--- src/rtl/pc_fetch_sequencer.sv ---
// PC owner and instruction-fetch sequencer for the single-issue LEGv8 core.
// Fetches from PC, hands the word to decode via valid/ready, then applies the next-PC rule.
module pc_fetch_sequencer #(
  parameter logic [63:0] RESET_PC    = 64'h0,
  parameter int unsigned ACK_TIMEOUT = 16,
  parameter int unsigned CNT_W       = 32
) (
  input  logic             CLK,
  input  logic             Reset_L,
  output logic             IMemReq,
  output logic [63:0]      IMemAddr,
  input  logic             IMemAck,
  input  logic [31:0]      IMemData,
  output logic             InstrValid,
  input  logic             InstrReady,
  output logic [31:0]      Instr,
  output logic [63:0]      InstrPC,
  input  logic             Branch,
  input  logic             ALUZero,
  input  logic             Uncondbranch,
  input  logic [63:0]      SignExtImm64,
  output logic             Fault,
  output logic [1:0]       FaultCause,
  output logic [63:0]      FaultPC,
  output logic [CNT_W-1:0] RetireCount
);

  typedef enum logic [1:0] {
    ST_IDLE  = 2'd0,
    ST_REQ   = 2'd1,
    ST_VALID = 2'd2,
    ST_FAULT = 2'd3
  } state_e;

  typedef enum logic [1:0] {
    CAUSE_NONE     = 2'b00,
    CAUSE_MISALIGN = 2'b01,
    CAUSE_TIMEOUT  = 2'b10
  } cause_e;

  localparam int unsigned     TO_W     = (ACK_TIMEOUT < 2) ? 1 : $clog2(ACK_TIMEOUT + 1);
  localparam logic [TO_W-1:0] TO_LIMIT = TO_W'(ACK_TIMEOUT);
  localparam bit              TO_EN    = (ACK_TIMEOUT != 0);

  state_e           state_q, state_d;
  logic [63:0]      pc_q, pc_d;
  logic [31:0]      instr_q, instr_d;
  logic [63:0]      instr_pc_q, instr_pc_d;
  cause_e           cause_q, cause_d;
  logic [63:0]      fault_pc_q, fault_pc_d;
  logic [CNT_W-1:0] retire_q, retire_d;
  logic [TO_W-1:0]  to_cnt_q, to_cnt_d;

  logic        taken;
  logic [63:0] target;
  logic [TO_W-1:0] to_cnt_inc;

  // Uncondbranch wins outright; a conditional branch needs the zero flag.
  assign taken      = Uncondbranch | (Branch & ALUZero);
  assign target     = instr_pc_q + (taken ? SignExtImm64 : 64'd4);
  assign to_cnt_inc = to_cnt_q + 1'b1;

  always_comb begin
    // NOTE: every signal gets its default before the case, so no path can leave one unassigned and infer a latch.
    state_d    = state_q;
    pc_d       = pc_q;
    instr_d    = instr_q;
    instr_pc_d = instr_pc_q;
    cause_d    = cause_q;
    fault_pc_d = fault_pc_q;
    retire_d   = retire_q;
    to_cnt_d   = to_cnt_q;

    unique case (state_q)
      ST_IDLE: state_d = ST_REQ;

      ST_REQ: begin
        if (IMemAck) begin
          instr_d    = IMemData;
          instr_pc_d = pc_q;
          to_cnt_d   = '0;
          state_d    = ST_VALID;
        end else if (TO_EN) begin
          to_cnt_d = to_cnt_inc;
          if (to_cnt_inc == TO_LIMIT) begin
            cause_d    = CAUSE_TIMEOUT;
            fault_pc_d = pc_q;
            state_d    = ST_FAULT;
          end
        end
      end

      ST_VALID: begin
        if (InstrReady) begin
          // The consumed instruction retires even when its target faults.
          retire_d = retire_q + 1'b1;
          if (target[1:0] == 2'b00) begin
            pc_d    = target;
            state_d = ST_REQ;
          end else begin
            cause_d    = CAUSE_MISALIGN;
            fault_pc_d = target;
            state_d    = ST_FAULT;
          end
        end
      end

      ST_FAULT: state_d = ST_FAULT;

      default: state_d = ST_IDLE;
    endcase
  end

  // NOTE: sequential state uses non-blocking assignments so every flop samples pre-edge values.
  always_ff @(posedge CLK) begin
    if (!Reset_L) begin
      state_q    <= ST_IDLE;
      pc_q       <= RESET_PC;
      instr_q    <= '0;
      instr_pc_q <= '0;
      cause_q    <= CAUSE_NONE;
      fault_pc_q <= '0;
      retire_q   <= '0;
      to_cnt_q   <= '0;
    end else begin
      state_q    <= state_d;
      pc_q       <= pc_d;
      instr_q    <= instr_d;
      instr_pc_q <= instr_pc_d;
      cause_q    <= cause_d;
      fault_pc_q <= fault_pc_d;
      retire_q   <= retire_d;
      to_cnt_q   <= to_cnt_d;
    end
  end

  assign IMemReq     = (state_q == ST_REQ);
  assign IMemAddr    = pc_q;
  assign InstrValid  = (state_q == ST_VALID);
  assign Instr       = instr_q;
  assign InstrPC     = instr_pc_q;
  assign Fault       = (state_q == ST_FAULT);
  assign FaultCause  = cause_q;
  assign FaultPC     = fault_pc_q;
  assign RetireCount = retire_q;

endmodule

--- config.mk ---
export PLATFORM = sky130hd
export DESIGN_NAME = pc_fetch_sequencer
export DESIGN_NICKNAME = d
export VERILOG_FILES = /design/src/rtl/pc_fetch_sequencer.sv
export SDC_FILE = /design/constraint.sdc
export NUM_CORES = 1
export LEC_CHECK = 0
export ABC_AREA = 1
export BUFFER_PORTS_ARGS = -buffer_cell sky130_fd_sc_hd__buf_2
export CELL_PAD_IN_SITES_DETAIL_PLACEMENT = 1
export CELL_PAD_IN_SITES_GLOBAL_PLACEMENT = 1
export CORE_MARGIN = 4
export CORE_UTILIZATION = 38
export CTS_CLUSTER_DIAMETER = 150
export DETAILED_ROUTE_END_ITERATION = 8
export PLACE_DENSITY = 0.94
export RECOVER_POWER = 25
export SYNTH_ARGS = -nofsm -noshare
export SYNTH_HDL_FRONTEND = slang
export SYNTH_SLANG_ARGS = --single-unit
--- constraint.sdc ---
create_clock -name CLK -period 3 [get_ports CLK]
set_clock_uncertainty 0.1 [all_clocks]
set_input_delay 0 -clock CLK [delete_from_list [all_inputs] [get_ports CLK]]
set_output_delay 0 -clock CLK [all_outputs]
set_load 0.01 [all_outputs]
Word level (Yosys, flattened, before mapping). Cells that the tools add are included.

Bits of input ports: 103. Logic and storage cells: 47. Register bits: 265.

Add/subtract/negate cells: 3. Bitwise logic cells: 2. Reductions and logical operators: 8. Equal/unequal tests: 9. Muxes and demuxes: 17.

Operators with widths (number): two-way mux 64 bit (5); one-hot mux 64 bit (2 select lines) (1); adder 64 bit (1); adder 32 x 1 -> 32 bit (second input constant) (1); two-way mux 2 bit (8); one-hot mux 2 bit (4 select lines) (1); AND reduction 2 bit (3); adder 5 x 1 -> 5 bit (second input constant) (1); equality test 5 bit (second input constant) (1); two-way mux 5 bit (1); AND reduction 5 bit (1); equality test 2 bit (second input constant) (2); zero test 2 bit (2); != test 2 x 1 -> 1 bit (second input constant) (2); != test 2 bit (second input constant) (2); one-hot mux 2 bit (2 select lines) (1); != test 3 x 1 -> 1 bit (second input constant) (1); AND reduction 3 bit (1); equality test 2 x 1 -> 1 bit (second input constant) (1); nonzero test 2 bit (1); bitwise AND 1 bit (1); bitwise OR 1 bit (1).

Logic depth before layout (Yosys ltp).
Word-level depth: 8. Mapped depth: 23. Depth with buffers taken out: 22.

Worst setup path before layout. OpenSTA, ideal clock, no wires.

Path kind: input -> register. Start point: input port Branch. End point: register fault_pc_q[55] (netlist: FaultPC[55]). Stages: 17. Data required time: 2.830 ns. Arrival time: 2.579 ns. Path slack: 0.250 ns. Buffers on the path: 3. Setup time: 0.070 ns. Cell sequence: nand2_1 -> inv_1 -> nor2_1 -> clkbuf_1 -> nor2_1 -> ha_1 -> fa_1 -> nor2_1 -> inv_1 -> a21oi_1 -> nor2_1 -> nand2_1 -> inv_2 -> buf_2 -> buf_2 -> nand3_1 -> a21oi_1.

Cells in the longest elaborated chain, start to end: 7. Elaborated cells between the ends (all ways): 10.

Ends and longest elaborated chain: start, declared (line 18) `input logic Branch,`; bitwise AND 1 bit (line 59) `assign taken = Uncondbranch | (Branch & ALUZero);`; bitwise OR 1 bit (line 59); two-way mux 64 bit (line 60) `assign target = instr_pc_q + (taken ? SignExtImm64 : 64'd4);`; adder 64 bit (line 60); net target[1] (line 55) `logic [63:0] target;`; zero test 2 bit (line 97) `if (target[1:0] == 2'b00) begin`; != test 2 bit (no line); AND reduction 5 bit (no line); end signal, assigned (line 131) `fault_pc_q <= fault_pc_d;`; end, declared (line 50) `logic [63:0] fault_pc_q, fault_pc_d;`.

The timed path passes the listed nets, and every way through them passes these cells. The select of a mux whose other input is x is not followed. A chain may end at the register's enable or synchronous reset.

Worst setup path after layout.
Start point: register instr_pc_q[0] (netlist: InstrPC[0]). End point: register fault_pc_q[0] (netlist: FaultPC[0]).

Cells in the longest elaborated chain, start to end: 4. Elaborated cells between the ends (all ways): 7.

Ends and longest elaborated chain: start, declared (line 48) `logic [63:0] instr_pc_q, instr_pc_d;`; start signal, assigned (line 129) `instr_pc_q <= instr_pc_d;`; adder 64 bit (line 60); net target[1] (line 55); zero test 2 bit (line 97); != test 2 bit (no line); AND reduction 5 bit (no line).

The timed path passes the listed nets, and every way through them passes these cells. The select of a mux whose other input is x is not followed.

==> metrics.md <==
| Metric | Value |
|---|---|
| FF-to-FF path depth | `11` |
| Clock tree from TritonCTS | `done` |
| Combined area of all synthesized cells | `approximately 17000 um^2` |
| Class of the worst hold path | `input pin to flip-flop` |
| Clock insertion delay at the later pin of the skew report | `around 0.62 ns` |
| Flop2flop setup slack | `0.13 ns` |
| Slew at the pin closest to its max-slew limit | `around 1.2 ns` |
| Synthesis-to-layout area growth | `30.5%` |
| Post-Place Cells | `between 3000 and 4000` |
| Sequential-to-total area share from yosys stat | `a little under a third` |
| Worst r2r dst | `FaultPC[0]` |
| Most frequently used flop master after synthesis | `sky130_fd_sc_hd__dfxtp_1` |
| Most frequent standard cell in the layout excluding fill and tap cells | `sky130_fd_sc_hd__nand2_1` |
| Data required, critical path | `roughly 3.4 ns` |
| Overall routing resource usage | `roughly a third` |
| Total wire length after detailed routing | `81500 um` |
| Share of final-layout standard cells stronger than drive strength 1 | `approximately an eighth` |
| Longest Clk Path Bufs | `3` |
| Leading cell types in the layout, fill and taps excluded | `980 x sky130_fd_sc_hd__nand2_1, 582 x sky130_fd_sc_hd__inv_1, 265 x sky130_fd_sc_hd__dfxtp_1` |
| Routability congestion estimate from global placement | `just under 1` |
| Via count normalized by instance count | `around 5.3` |
| Standby leakage power | `~12 nW` |
| 1st-iter DRT viols | `roughly 1200` |
| Share of synthesized registers carrying an async set or reset | `0%` |
| Largest driver fanout on the critical path | `42` |
| Width of the die | `about 220 um` |
| Post-route setup TNS | `0 ns` |
| Number of warnings printed during yosys synthesis | `0` |
| Number of antenna violations at the first check in global routing | `3` |
| Vias in the first global route | `22800` |
| Final period utilization | `~96%` |
| Pin count of the biggest net entering global routing | `97` |
| Setup Fix Bufs, Post-CTS | `0` |
| Number of hold violations in the final report | `0` |
| Critical register-to-register path startpoint | `InstrPC[0]` |
| Die ar. | `48300 um^2` |
| Die Span Y | `approximately 220 um` |
| Cells after Synth | `roughly 2900` |
| Global-route wire length before repair | `126000 um` |
| Status | `complete, no violations` |
| HP Start | `SignExtImm64[46]` |
| CTS clk-pin slew, worst paths | `approximately 0.06 ns` |
| I/O Pins | `364` |
| Path type of the worst setup path | `flip-flop to flip-flop` |
| Post-synth EDFFs | `0` |
| Residual antenna-violating net count after detailed routing | `0` |
| Remaining global-route overflow | `0` |
| Final design utilization | `between 50% and 60%` |
| Max frequency | `approximately 350 MHz` |
| Non-filler cells, final | `between 4000 and 5000` |
| Number of buffers created by CTS | `31` |
| Standard-cell rows | `a little under 80` |
| # port buffers | `approximately 360` |
| Clock root cell | `sky130_fd_sc_hd__clkbuf_16` |
| Worst voltage drop across the vdd grid | `about 0.00038 V` |
| Number of failing setup endpoints in the final timing report | `0` |
| Starting utilization of the core area | `between 30% and 40%` |
| HPWL after detailed placement | `around 58000 um` |
| Crit path DAT | `~3.3 ns` |
| Final critical delay including setup and external delays | `2.87 ns` |
| Drt wl/cell | `20.1 um` |
| Count of final max-slew check failures | `0` |
| Max-cap check violation count | `0` |
| Count of different cell masters after synthesis | `41` |
| Mean post-synth cell area | `between 5 and 6 um^2` |
| Nets@finish | `3605` |
| Total iterations of the first detailed-routing run | `7` |
| Worst min-delay path endpoint | `FaultPC[46]` |
| Kind of end point of the critical path | `flip-flop` |
| Core ar. | `around 44000 um^2` |
| Syn_nets | `roughly 3000` |
| DRC errors left | `0` |
| Number of H-tree levels | `1` |
| Sink Count | `approximately 270` |
| Total Power | `between 0.009 and 0.01 W` |
| Fin Hold WS | `0.0347 ns` |
| Number of register bits inferred by synthesis | `roughly 270` |
| Number of vias after detailed routing | `between 20000 and 25000` |
| Sort of element at the start of the critical path | `flip-flop` |
| Pwr dens | `around 410 nW/um^2` |
| Number of instances on the worst hold path | `7` |
| Relative slew margins | `21.7%` |
## registers in the layout (all words and copies together), names as in the netlist
signal and count:
FaultCause 2, state_q 2, InstrPC 64, to_cnt_q 5, FaultPC 64, IMemAddr 64
Instr 32, RetireCount 32
## worst max-delay path by stage
stage | startpoint | to | slack [ns] | depth (start not counted)
CTS | state_q[0] | Instr[19] | 0.05 | 7
global placement | Branch | IMemAddr[50] | -0.004 | 21
finish | InstrPC[0] | FaultPC[0] | 0.13 | 11
floorplan | Branch | FaultPC[55] | 0.25 | 17
detailed placement | Branch | IMemAddr[19] | -0.06 | 21
global route | InstrPC[0] | FaultPC[6] | -0.01 | 11
## report_power, final
group | internal [W] | leakage [nW] | switching, W | total [W]
clock network | 0.00231 | 0.518 | 0.00170 | 0.00401
registers | 0.00362 | 2.14 | 0.0000994 | 0.00372
logic | 0.000515 | 9.04 | 0.000933 | 0.00145
total | 0.00645 | 11.7 | 0.00273 | 0.00918
## through the flow
| step | setup WS, ns | instance area (um^2) |
|---|---|---|
| 3_5_place_dp | -0.0607 | 20300 |
| 4_1_cts | 0.0513 | 22400 |
| 3_3_place_gp | -0.00409 | 20300 |
| 2_1_floorplan | 0.250 | 17000 |
| 5_1_grt | -0.0121 | 22200 |
| 6_report | 0.133 | 22200 |
## kinds of logic (layout without fill, tap and decap cells)
| group | Yosys count | count (layout) | share of synthesized area (%) |
|---|---|---|---|
| buf+inv | 683 | 1225 | 15.1 |
| fa+ha+maj | 67 | 67 | 4.96 |
| compound gates | 363 | 363 | 11.2 |
| other cells | 0 | 2 | 0 |
| flops | 265 | 265 | 31.1 |
| simple gates | 1498 | 1498 | 35.6 |
| xor+xnor | 39 | 39 | 2.00 |
## layout make-up
cell class	count	area, um^2
fillers	6266	22100
diodes	2	5.00
multi-input cells	1967	9200
well taps	592	741
repair buffers	584	3750
clock buffers	37	828
flip-flops and latches	265	5310
inverters	586	2200
clock inverters	18	218
## Yosys cell counts (all sizes together), types with 4 or more instances
library cell / count / area, um^2
nand2: 984 / 3710
inv: 586 / 2200
dfxtp: 265 / 5310
nor2: 257 / 997
a21oi: 241 / 1210
nand3: 194 / 976
o21ai: 82 / 410
clkbuf: 77 / 289
ha: 66 / 826
nor3: 31 / 166
xor2: 29 / 254
buf: 20 / 93.9
a31oi: 13 / 81.3
nand3b: 12 / 90.1
xnor2: 10 / 87.6
a21o: 6 / 45.0
nand4: 6 / 37.5
o211ai: 6 / 45.0
or2: 5 / 31.3
nor4: 4 / 25.0
o21a: 4 / 30.0
## repair_timing
item / 4_1_cts / 5_1_grt
gates resized for setup: 0 / 6
hold buffers: 104 / 0
endpoints found under the setup margin: 0 / 23
hold endpoints to repair: 167 / 0
## worst max-delay path, cell delays in order (launching register included)
cell	delay, ns
sky130_fd_sc_hd__dfxtp_1	0.35
sky130_fd_sc_hd__ha_1	0.26
sky130_fd_sc_hd__fa_1	0.49
sky130_fd_sc_hd__nor2_1	0.19
sky130_fd_sc_hd__inv_1	0.12
sky130_fd_sc_hd__a21oi_1	0.22
sky130_fd_sc_hd__nor2_2	0.09
sky130_fd_sc_hd__nand2_2	0.14
sky130_fd_sc_hd__buf_12	0.27
sky130_fd_sc_hd__inv_1	0.24
sky130_fd_sc_hd__o221ai_1	0.23
sky130_fd_sc_hd__nor2_1	0.06
## routing by layer
metal	share of wire, %	routed length (um)	GRT usage, %	up-vias
met5	0.016	13	0	-
met4	7.3	5910	19.8	2
met3	7.2	5840	6.41	376
met2	47	38500	56.1	909
met1	38	31300	37.1	10100
li1	-	-	-	9939
Power figures use the tool's default switching activity.
